File: src/rtl/tmds_pkg.sv
// Shared TMDS definitions: control-period tokens and the
// alignment-controller state encoding.
package tmds_pkg;

  localparam logic [9:0] CTL_TOK0 = 10'h0AB;
  localparam logic [9:0] CTL_TOK1 = 10'h354;
  localparam logic [9:0] CTL_TOK2 = 10'h0AA;
  localparam logic [9:0] CTL_TOK3 = 10'h355;

  typedef enum logic [2:0] {
    ST_SEARCH,
    ST_VERIFY,
    ST_SLIP,
    ST_SETTLE,
    ST_LOCKED
  } align_state_e;

  function automatic logic is_ctl_token(input logic [9:0] w);
    return (w == CTL_TOK0) || (w == CTL_TOK1) ||
           (w == CTL_TOK2) || (w == CTL_TOK3);
  endfunction

endpackage

File: src/rtl/tmds_ctl_detect.sv
// Control-token matcher and run counter; o_run_hit fires once
// on the word that completes a run of CTL_RUN tokens.
module tmds_ctl_detect
  import tmds_pkg::*;
#(
  parameter int CTL_RUN = 8
) (
  input  logic       i_clk,
  input  logic       i_areset_n,
  input  logic       i_ce,
  input  logic [9:0] i_word,
  input  logic       i_clr,
  output logic       o_run_hit
);

  localparam int RW = $clog2(CTL_RUN + 1);

  logic [RW-1:0] run_q, run_d;
  logic          tok;

  always_comb begin
    tok       = is_ctl_token(i_word);
    run_d     = run_q;
    o_run_hit = 1'b0;
    if (i_clr) begin
      run_d = '0;
    end else if (i_ce) begin
      if (!tok) begin
        run_d = '0;
      end else if (run_q != RW'(CTL_RUN)) begin
        run_d     = run_q + 1'b1;
        o_run_hit = (run_q == RW'(CTL_RUN - 1));
      end
    end
  end

  always_ff @(posedge i_clk or negedge i_areset_n) begin
    if (!i_areset_n) run_q <= '0;
    else             run_q <= run_d;
  end

endmodule

File: src/rtl/tmds_align_ctrl.sv
// TMDS word-alignment controller: hunts for blanking runs,
// bit-slips the deserializer until aligned, and tracks lock.
module tmds_align_ctrl
  import tmds_pkg::*;
#(
  parameter int CTL_RUN   = 8,
  parameter int LGSEARCH  = 20,
  parameter int SETTLE    = 16,
  parameter int LGTIMEOUT = 22
) (
  input  logic       i_clk,
  input  logic       i_areset_n,
  input  logic       i_ce,
  input  logic [9:0] i_word,
  input  logic       i_relock,
  output logic       o_slip,
  output logic       o_locked,
  output logic [3:0] o_slip_count,
  output logic       o_lock_lost
);

  localparam int SW = $clog2(SETTLE + 1);

  align_state_e         state_q, state_d;
  logic [LGSEARCH-1:0]  win_q, win_d;
  logic [LGTIMEOUT-1:0] tmo_q, tmo_d;
  logic [SW-1:0]        stl_q, stl_d;
  logic [3:0]           cnt_q, cnt_d;
  logic                 slip_q, locked_q, lost_q;
  logic                 run_hit, win_wrap, tmo_wrap;
  logic                 chg, det_clr;

  assign det_clr = i_relock || (state_q == ST_SETTLE);

  tmds_ctl_detect #(.CTL_RUN(CTL_RUN)) u_det (
    .i_clk      (i_clk),
    .i_areset_n (i_areset_n),
    .i_ce       (i_ce),
    .i_word     (i_word),
    .i_clr      (det_clr),
    .o_run_hit  (run_hit)
  );

  always_comb begin
    state_d  = state_q;
    win_wrap = i_ce && (&win_q);
    tmo_wrap = i_ce && (&tmo_q);
    unique case (state_q)
      ST_SEARCH: begin
        if (run_hit)       state_d = ST_VERIFY;
        else if (win_wrap) state_d = ST_SLIP;
      end
      ST_VERIFY: begin
        if (run_hit)       state_d = ST_LOCKED;
        else if (win_wrap) state_d = ST_SLIP;
      end
      ST_SLIP:   state_d = ST_SETTLE;
      ST_SETTLE: begin
        if (stl_q == SW'(SETTLE - 1)) state_d = ST_SEARCH;
      end
      ST_LOCKED: begin
        if (tmo_wrap) state_d = ST_SEARCH;
      end
      default:   state_d = ST_SEARCH;
    endcase
    if (i_relock) state_d = ST_SEARCH;

    chg = i_relock || (state_d != state_q);

    win_d = win_q;
    if (chg || run_hit ||
        !((state_q == ST_SEARCH) || (state_q == ST_VERIFY)))
      win_d = '0;
    else if (i_ce)
      win_d = win_q + 1'b1;

    tmo_d = tmo_q;
    if (chg || run_hit || (state_q != ST_LOCKED))
      tmo_d = '0;
    else if (i_ce)
      tmo_d = tmo_q + 1'b1;

    stl_d = '0;
    if (!chg && (state_q == ST_SETTLE))
      stl_d = stl_q + 1'b1;

    // slip offset mirrors the deserializer, so relock keeps it
    cnt_d = cnt_q;
    if ((state_d == ST_SLIP) && (state_q != ST_SLIP))
      cnt_d = (cnt_q == 4'd9) ? 4'd0 : cnt_q + 4'd1;
  end

  always_ff @(posedge i_clk or negedge i_areset_n) begin
    if (!i_areset_n) begin
      state_q  <= ST_SEARCH;
      win_q    <= '0;
      tmo_q    <= '0;
      stl_q    <= '0;
      cnt_q    <= '0;
      slip_q   <= 1'b0;
      locked_q <= 1'b0;
      lost_q   <= 1'b0;
    end else begin
      state_q  <= state_d;
      win_q    <= win_d;
      tmo_q    <= tmo_d;
      stl_q    <= stl_d;
      cnt_q    <= cnt_d;
      slip_q   <= (state_d == ST_SLIP) && (state_q != ST_SLIP);
      locked_q <= (state_d == ST_LOCKED);
      lost_q   <= (state_q == ST_LOCKED) && (state_d != ST_LOCKED);
    end
  end

  assign o_slip       = slip_q;
  assign o_locked     = locked_q;
  assign o_slip_count = cnt_q;
  assign o_lock_lost  = lost_q;

endmodule
File: config.mk
export PLATFORM = sky130hd
export DESIGN_NAME = tmds_align_ctrl
export DESIGN_NICKNAME = d
export VERILOG_FILES = /design/src/rtl/tmds_pkg.sv /design/src/rtl/tmds_ctl_detect.sv /design/src/rtl/tmds_align_ctrl.sv
export SDC_FILE = /design/constraint.sdc
export NUM_CORES = 1
export LEC_CHECK = 0
export BUFFER_PORTS_ARGS = -buffer_cell sky130_fd_sc_hd__buf_2
export CAP_MARGIN = 20
export CORE_ASPECT_RATIO = 1.2
export CORE_UTILIZATION = 25
export CTS_CLUSTER_SIZE = 28
export DETAILED_ROUTE_END_ITERATION = 10
export GPL_ROUTABILITY_DRIVEN = 0
export PLACE_DENSITY_LB_ADDON = 0.15
export SYNTH_ARGS = -nofsm -noshare
export SYNTH_HDL_FRONTEND = slang
export SYNTH_SLANG_ARGS = --single-unit
export TNS_END_PERCENT = 10
File: constraint.sdc
create_clock -name i_clk -period 5.8 [get_ports i_clk]
set_input_delay 1.74 -clock i_clk [delete_from_list [all_inputs] [get_ports i_clk]]
set_output_delay 1.74 -clock i_clk [all_outputs]
set_load 0.005 [all_outputs]
-- Yosys cells after proc, flatten, opt, wreduce, memory -nomap -nowiden
Index checks and enable logic that the tools add are counted.
- eq/ne operators: 19
- add/subtract/negate cells: 5
- multiplexer cells: 21
- reduce and logical (&&, ||, !) cells: 23
- operators with widths (operator ; number):
    22-bit two-way mux ; 2
    20-bit two-way mux ; 2
    22-bit by 1-bit adder with 22-bit output (second input constant) ; 1
    22-bit AND reduction ; 1
    20-bit by 1-bit adder with 20-bit output (second input constant) ; 1
    10-bit == test (second input constant) ; 2
    10-bit by 8-bit == test with 1-bit output (second input constant) ; 2
    4-bit two-way mux ; 5
    20-bit AND reduction ; 1
    3-bit two-way mux ; 6
    3-bit one-hot mux with 5 select lines ; 1
    3-bit by 2-bit == test with 1-bit output (second input constant) ; 3
    1-bit logical OR ; 9
    3-bit != test (second input constant) ; 3
    4-bit by 1-bit adder with 4-bit output (second input constant) ; 2
    3-bit == test (second input constant) ; 2
    2-bit nonzero test ; 3
    5-bit by 1-bit adder with 5-bit output (second input constant) ; 1
    5-bit by 4-bit == test with 1-bit output (second input constant) ; 1
    1-bit logical AND ; 5
    5-bit two-way mux ; 1
    4-bit by 3-bit == test with 1-bit output (second input constant) ; 1
    4-bit == test (second input constant) ; 1
    1-bit two-way mux ; 4
    other kinds (7) ; 8
- register bits: 61
- input port bits: 14
- word-level logic and storage cells: 77
- output and inout bits: 7

-- Depth between registers and ports, before layout
Gate-level depths: netlist (run 1).
- word-level depth: 15
- mapped depth: 7
- gate-level depth less buffers: 7

-- Modules after synthesis
A second synthesis (run 1) with hierarchy kept.
- cell total of the unflattened synthesis: 327
- area, all modules: 3174.3 µm²
- modules (own cells, without submodules) (module ; seq. area each (µm²) ; cells an instance ; times used ; area each (µm²)):
    tmds_align_ctrl ; 1426.4 ; 289 ; 1 ; 2835.2
    tmds_ctl_detect ; 100.1 ; 38 ; 1 ; 339.1

-- Worst setup path after synthesis (run 1)
Ideal clock, no wire load.
- path type: input to register
- start: input i_word[6]
- end: register win_q[0]
- data arrival time: 3.248 ns
- stages: 7
- path buffers: 2
- slack: 2.433 ns
- library setup time: 0.119 ns
- data required time: 5.681 ns
- cell sequence: nand4bb_1 > or4_1 > buf_2 > a2111oi_4 > or4b_4 > buf_6 > nor2_1
- cells in the longest elaborated chain, start to end: 15
- elaborated cells between the ends (all ways): 20
- classes of those cells: 5 x eq/ne; 8 x mux; 7 x reduce/logical
- ends and longest elaborated chain (element ; RTL line ; text):
    from (decl) ; tmds_align_ctrl.sv:14 ; input logic [9:0] i_word,
    10-bit by 8-bit == test with 1-bit output / 10-bit == test (equally long branches) ; tmds_pkg.sv:19 ; return (w == CTL_TOK0) || (w == CTL_TOK1) ||
    1-bit logical OR (2 in series) ; tmds_pkg.sv:19 ;
    1-bit logical OR * ; tmds_pkg.sv:20 ; (w == CTL_TOK2) || (w == CTL_TOK3);
    1-bit two-way mux * ; tmds_ctl_detect.sv:28 ; if (!tok) begin
    1-bit two-way mux * ; tmds_ctl_detect.sv:27 ; end else if (i_ce) begin
    1-bit two-way mux * ; tmds_ctl_detect.sv:25 ; if (i_clr) begin
    3-bit two-way mux (on tied branches) ; tmds_align_ctrl.sv:54, tmds_align_ctrl.sv:50 ;
    3-bit one-hot mux with 5 select lines ; tmds_align_ctrl.sv:48 ; unique case (state_q)
    3-bit two-way mux ; tmds_align_ctrl.sv:66 ; if (i_relock) state_d = ST_SEARCH;
    3-bit != test ; tmds_align_ctrl.sv:68 ; chg = i_relock || (state_d != state_q);
    1-bit logical OR ; tmds_align_ctrl.sv:68 ;
    1-bit logical OR * (2 in series) ; tmds_align_ctrl.sv:71 ; if (chg || run_hit ||
    20-bit two-way mux / 2-bit nonzero test (equally long branches) ; n/a ;
    to (signal assigned) ; tmds_align_ctrl.sv:105 ; win_q <= win_d;
    to (decl) ; tmds_align_ctrl.sv:25 ; logic [LGSEARCH-1:0] win_q, win_d;
Every way passes the cells marked *; elsewhere a longest branch is shown, timed or not.
A chain may end at the register's enable or synchronous reset.

-- Worst setup path in the final report (run 1)
- start: input i_ce
- end: register tmo_q[21]
- cells in the longest elaborated chain, start to end: 10
- elaborated cells between the ends (all ways): 16
- classes of those cells: 1 x eq/ne; 9 x mux; 6 x reduce/logical
- ends and longest elaborated chain (element ; RTL line ; text):
    from (decl) ; tmds_align_ctrl.sv:13 ; input logic i_ce,
    1-bit two-way mux / 1-bit logical AND (equally long branches) ; tmds_ctl_detect.sv:27, tmds_align_ctrl.sv:46 ;
    1-bit two-way mux / 3-bit two-way mux (equally long branches) ; tmds_ctl_detect.sv:25, tmds_align_ctrl.sv:51, tmds_align_ctrl.sv:55 ;
    3-bit two-way mux (on tied branches) ; tmds_align_ctrl.sv:54, tmds_align_ctrl.sv:50 ;
    3-bit one-hot mux with 5 select lines ; tmds_align_ctrl.sv:48 ;
    3-bit two-way mux ; tmds_align_ctrl.sv:66 ;
    3-bit != test ; tmds_align_ctrl.sv:68 ;
    1-bit logical OR ; tmds_align_ctrl.sv:68 ;
    1-bit logical OR (2 in series) ; tmds_align_ctrl.sv:78 ; if (chg || run_hit || (state_q != ST_LOCKED))
    22-bit two-way mux / 2-bit nonzero test (equally long branches) ; n/a ;
    to (signal assigned) ; tmds_align_ctrl.sv:106 ; tmo_q <= tmo_d;
    to (decl) ; tmds_align_ctrl.sv:26 ; logic [LGTIMEOUT-1:0] tmo_q, tmo_d;
Several ways; a longest one is shown, not always the timed one.

==> impl_metrics.ini, run 1 <==
[route]
first_iter_violations = 94
vias = 2225
finalWirelength_mm = 6.09
remaining_drc_errors = 0
post_drt_wl_per_cell_microns = 12.1
ant_nets = 0
dr.pass1.iters = 4
via_per_inst = 4.42

[setup_path]
worst-path-max-fanout = 22
reg2reg_slack_ps = 3260
critPathArrivalTime_ps = 3960
end_kind = flip-flop
start_kind = input pin
crit_required_ps = 5970
critPathKind = in -> reg

[finish]
finalNetCount = 357
layout.cells.most_common_list = 61 x dfrtp_1, 59 x nor2_1, 23 x nand2_1, 23 x xor2_1, 21 x xnor2_1
syn2layout_area_growth_pct = 16.7
drive_gt1_frac = 0.132
final_common_cell = dfrtp_1
diodes = 0

[cts]
cts_root_buf = clkbuf_16
cts_setup_buffers = 0
cts_buffers = 9
clk_latency_ps = 320
clkSinkCount = 61
holdBufCountCts = 0
cts-resized-gates = 0
clk_path_buf_depth = 2
cts_tree = built
path_clk_slew_ps = 50
htreeDepth = 3

[synth]
syn_avg_cell_area_sq_um = 9.87
ys_async_sr_fraction = 1.00
synth.ff_latch_count = 61
synthDistinctLibCells = 46
synth-seq-area-share = 0.489
syn_area_sq_um = 3120
synth_edf_count = 0
synth_ff_type = dfrtp_1
yosysWarnings = 0
synthesis.nets = 336
synthCells = 316

[sta]
hold_viol = 0
period_share = 0.654
skew_ps = 8.10
slew_headroom = 0.394
finalWorstSetupSlack_ps = 2010
period_needed_ps = 3790
rsz0062_at_grt = no
tightest_slew_ps = 901
finalSetupTns_ps = 0
drv_slew = 0
fmax_mhz = 264
setup_viol = 0

[floorplan]
die_y_microns = 124
fp.dieW_microns = 104
core-area_sq_um = 12100
num_rows = 44
start_util = 0.258
dieArea_sq_um = 12900
boundaryPins = 21

[power_and_ir_drop]
p_total_uw = 953
p_leak_nw = 1.51
cellPowerDensity_nw_per_um2 = 262
peakVddDrop_v = 0.0000951

[placed_design]
port_buffers = 19
dp_slack_ps = 1580
hpwlAfterDp_mm = 4.21

[job]
cap_violations = 0

[global_routing]
grt_pass1_wl_mm = 10.8
first_global_vias = 2258
antenna_found_initial = 0
grt_max_degree = 45
globalRouteTotalUtil = 0.105
grt.overflow.total = 0

[hold_path]
min_path_type = reg -> reg

[outcome]
status = finished clean
[layout make-up]
type	instances	area, sq um
Fill cell	1305	8470
Sequential cell	61	1530
Multi-Input combinational cell	234	1490
Clock buffer	12	256
Tap cell	161	201
Timing Repair Buffer	20	103
Inverter	11	41.3
Clock inverter	4	22.5
[cell usage after synthesis, types with 2 or more instances]
cell      number  area share
nor2_1        59       0.071
o21a_1         3      0.0072
nand3_1       15       0.024
a21oi_1        6      0.0096
a41oi_1        2      0.0056
a31o_2         2      0.0056
and3_1         6       0.012
nand2_1       23       0.028
and4_1         2      0.0056
nand4b_1       2      0.0056
nor3b_1        4      0.0096
ha_1           6       0.024
and2_1         2      0.0040
o21ai_0        2      0.0032
nor3_1        10       0.016
inv_1         11       0.013
nand3b_1       2      0.0048
mux2i_1        3      0.0096
nand2b_1       4      0.0080
clkbuf_1       2      0.0024
xor2_1        23       0.065
nor4_1         4      0.0080
or4_1          2      0.0048
xnor2_1       21       0.059
buf_2          4      0.0064
dfrtp_1       61        0.49
buf_6          2      0.0072
nand4_1       15       0.030
[kinds of logic after synthesis]
logic type / share of synthesized area
XOR/XNOR: 0.124
flip-flops: 0.489
AND/OR/NAND/NOR: 0.264
buffers and inverters: 0.0329
AO/OA/AOI/OAI: 0.0566
adder cells (fa/ha/maj): 0.0241
multiplexers: 0.00963
[power breakdown]
part / internal [mW] / total, mW / switching (mW)
Combinational: 0.00866 / 0.0281 / 0.0194
Clock: 0.310 / 0.495 / 0.186
Sequential: 0.428 / 0.429 / 0.00169
Total: 0.746 / 0.953 / 0.207
[path summary, 6_finish.rpt]
path / from / end / depth (start not counted)
worst min-delay path: stl_q[0] / stl_q[0] / 1
worst max register to register: tmo_q[0] / tmo_q[21] / 6
min in group asynchronous: i_areset_n / tmo_q[7] / 1
worst min register to register: stl_q[0] / stl_q[0] / 1
worst max-delay path: i_ce / tmo_q[21] / 6
max in group asynchronous: i_areset_n / o_slip_count[0] / 2
[critical path, stage by stage]
cell	delay, ps
buf_2	310
nand4_1	340
nor4_4	550
a41oi_1	230
nand3_1	660
nor2_1	110
[flip-flops by register name, summed over array words and instances (netlist names)]
| register | cells |
|---|---|
| o_slip_count | 4 |
| u_det.run_q | 4 |
| stl_q | 5 |
| o_locked | 1 |
| o_lock_lost | 1 |
| tmo_q | 22 |
| o_slip | 1 |
| state_q | 3 |
| win_q | 20 |
[routing by layer]
layer / part of all wire / routed length [microns] / global-route usage
met1: 0.47 / 2880 / 0.125
met2: 0.48 / 2950 / 0.177
met3: 0.021 / 128 / 0.0235
met4: 0.023 / 138 / 0.0555
met5: 0 / 0 / 0
[per-stage QoR]
stage / cell area (sq um) / instances / util / hold slack [ps]
after floorplan: 3120 / 316 / - / 433
after CTS: 3640 / 503 / 0.301 / 460
final: 3640 / 503 / 0.301 / 456
after detailed placement: 3360 / 487 / 0.278 / 452
after global placement: 3360 / 487 / 0.278 / 452
after global routing: 3640 / 503 / 0.301 / 503
(Power assumes the default switching activity.)
==> inputs of run 2 (changes only) <==
- ABC_AREA: unset -> 1
- clock period: 5.8 -> 3.6 ns (I/O delays scaled with it)
==> impl_metrics.ini, run 2 <==
[outcome]
status = finished clean

[synth]
yosysWarnings = 0
synth_area_leaders = dfrtp_1 46%, nand2_1 7.1%, xor2_1 6.9%
synth-seq-area-share = 0.463
yosysMostFrequentCell = nand2_1
synth_area_leader_cell = dfrtp_1
syn_avg_cell_area_sq_um = 8.38
synthDominantCellAreaShare = 0.463
syn_area_sq_um = 3290
synth.top_cells.by_count = 62 x nand2_1, 61 x dfrtp_1, 55 x nor2_1
synthesis.nets = 413
synth.ff_latch_count = 61
ys_async_sr_fraction = 1.00
synthDistinctLibCells = 32
synth_ff_type = dfrtp_1
synthCells = 393
synth_edf_count = 0

[global_routing]
first_global_vias = 2677
grt.overflow.total = 0
globalRouteTotalUtil = 0.117
grt_max_degree = 35
grt_pass1_wl_mm = 12.3
antenna_found_initial = 0

[cts]
clk_path_buf_depth = 2
clkSinkCount = 61
path_clk_slew_ps = 50
cts_buffers = 9
holdBufCountCts = 0
cts_tree = built
cts-resized-gates = 0
htreeDepth = 3
cts_root_buf = clkbuf_16
cts_setup_buffers = 0
clk_latency_ps = 330

[route]
dr.pass1.iters = 4
post_drt_wl_per_cell_microns = 11.4
vias = 2539
ant_nets = 0
remaining_drc_errors = 0
first_iter_violations = 82
via_per_inst = 4.31
finalWirelength_mm = 6.73

[sta]
setup_viol = 0
drv_slew = 0
finalSetupTns_ps = 0
period_share = 0.801
fmax_mhz = 347
period_needed_ps = 2880
tightest_slew_ps = 689
hold_viol = 0
rsz0062_at_grt = no
skew_ps = 8.02
slew_headroom = 0.541

[floorplan]
start_util = 0.259
fp.dieW_microns = 107
boundaryPins = 21
dieArea_sq_um = 13600
num_rows = 45
die_y_microns = 128
core-area_sq_um = 12700

[setup_path]
crit_required_ps = 3870
worst-path-max-fanout = 12
start_kind = input pin
r2r.worst_path.cells = 16
critPathKind = in -> reg
reg2reg_slack_ps = 1080
critPathArrivalTime_ps = 3150
r2r-end = tmo_q[19]
end_kind = flip-flop
r2r-start = win_q[0]

[finish]
instances_no_fill = 589
top_regs = tmo_q (22), win_q (20), stl_q (5)
finalNetCount = 441
largest_reg_flops = 22
diodes = 0
final_common_cell = nand2_1
syn2layout_area_growth_pct = 17.9
layout.cells.most_common_list = 62 x nand2_1, 61 x dfrtp_1, 55 x nor2_1
largest_register = tmo_q
drive_gt1_frac = 0.176

[hold_path]
whs_endpoint = stl_q[0]
min_path_type = reg -> reg
hold_depth = 1
min_from = stl_q[0]

[placed_design]
port_buffers = 19
hpwlAfterDp_mm = 4.91
dp_cells = 574

[power_and_ir_drop]
cellPowerDensity_nw_per_um2 = 403
p_leak_nw = 1.66
peakVddDrop_v = 0.000155

[job]
cap_violations = 0
run 2: cell count changes after synthesis, sizes merged, moves of 4 or more:
cell / before / now
o21ai: 2 / 11
nand3: 15 / 24
nand2b: 4 / 0
and3: 6 / 1
nor2: 59 / 84
nand2: 23 / 65
xnor2: 21 / 11
inv: 11 / 50
run 2: critical path, stage by stage:
cell and delay [ps]:
buf_2 130, inv_2 110, nand2_1 130, nor3_2 230, nand2_2 130, nand2_1 100
nand2_2 60, nand3_2 120, nand2_1 80, nor2_2 140, nand4_2 440, buf_12 330
nor2_2 70
run 2: cells by family after synthesis:
family / count (synthesis) / share of synthesized area
mux: 2 / 0.00608
xor+xnor: 37 / 0.0984
fa+ha+maj: 6 / 0.0228
flops: 61 / 0.463
compound gates: 22 / 0.0372
buf+inv: 56 / 0.0703
simple gates: 209 / 0.302
run 2: metal layers:
metal / vias to the layer above / wire (microns) / global-route usage / share of wire
met1: 1206 / 3210 / 0.140 / 0.48
met3: 10 / 131 / 0.0290 / 0.019
met5: - / 0 / 0 / 0
met2: 21 / 3260 / 0.191 / 0.49
met4: 0 / 124 / 0.0629 / 0.018
li1: 1302 / - / - / -
run 2: stage by stage:
step / hold WS (ps) / util / total power [mW] / area (sq um) / worst slack (ps)
after CTS: 462 / 0.305 / 1.60 / 3880 / 646
after floorplan: 433 / - / 0.735 / 3290 / 1160
after global routing: 494 / 0.305 / 1.64 / 3880 / 358
after global placement: 451 / 0.283 / 0.770 / 3610 / 343
final: 461 / 0.305 / 1.57 / 3880 / 716
after detailed placement: 456 / 0.283 / 0.772 / 3610 / 314
run 2: cell type report:
cell class | count | area [sq um]
timing repair buffer | 23 | 150
clock buffer | 14 | 274
multi-input combinational | 276 | 1540
tap | 164 | 205
sequential | 61 | 1530
inverter | 50 | 188
clock inverter | 1 | 5.00
fill | 1403 | 8840
run 2: worst max-delay path by stage:
stage	from	endpoint	cells past startpoint
after floorplan	i_word[9]	tmo_q[1]	12
after global placement	i_word[9]	tmo_q[12]	13
after detailed placement	i_relock	tmo_q[17]	13
after CTS	i_relock	tmo_q[19]	13
after global routing	i_relock	tmo_q[12]	13
final	i_relock	tmo_q[19]	13
run 2: power by group:
| group | total [mW] | leakage [nW] | internal [mW] | switching (mW) |
|---|---|---|---|---|
| Clock | 0.808 | 0.139 | 0.517 | 0.291 |
| Sequential | 0.697 | 0.842 | 0.692 | 0.00534 |
| Combinational | 0.0614 | 0.677 | 0.0198 | 0.0416 |
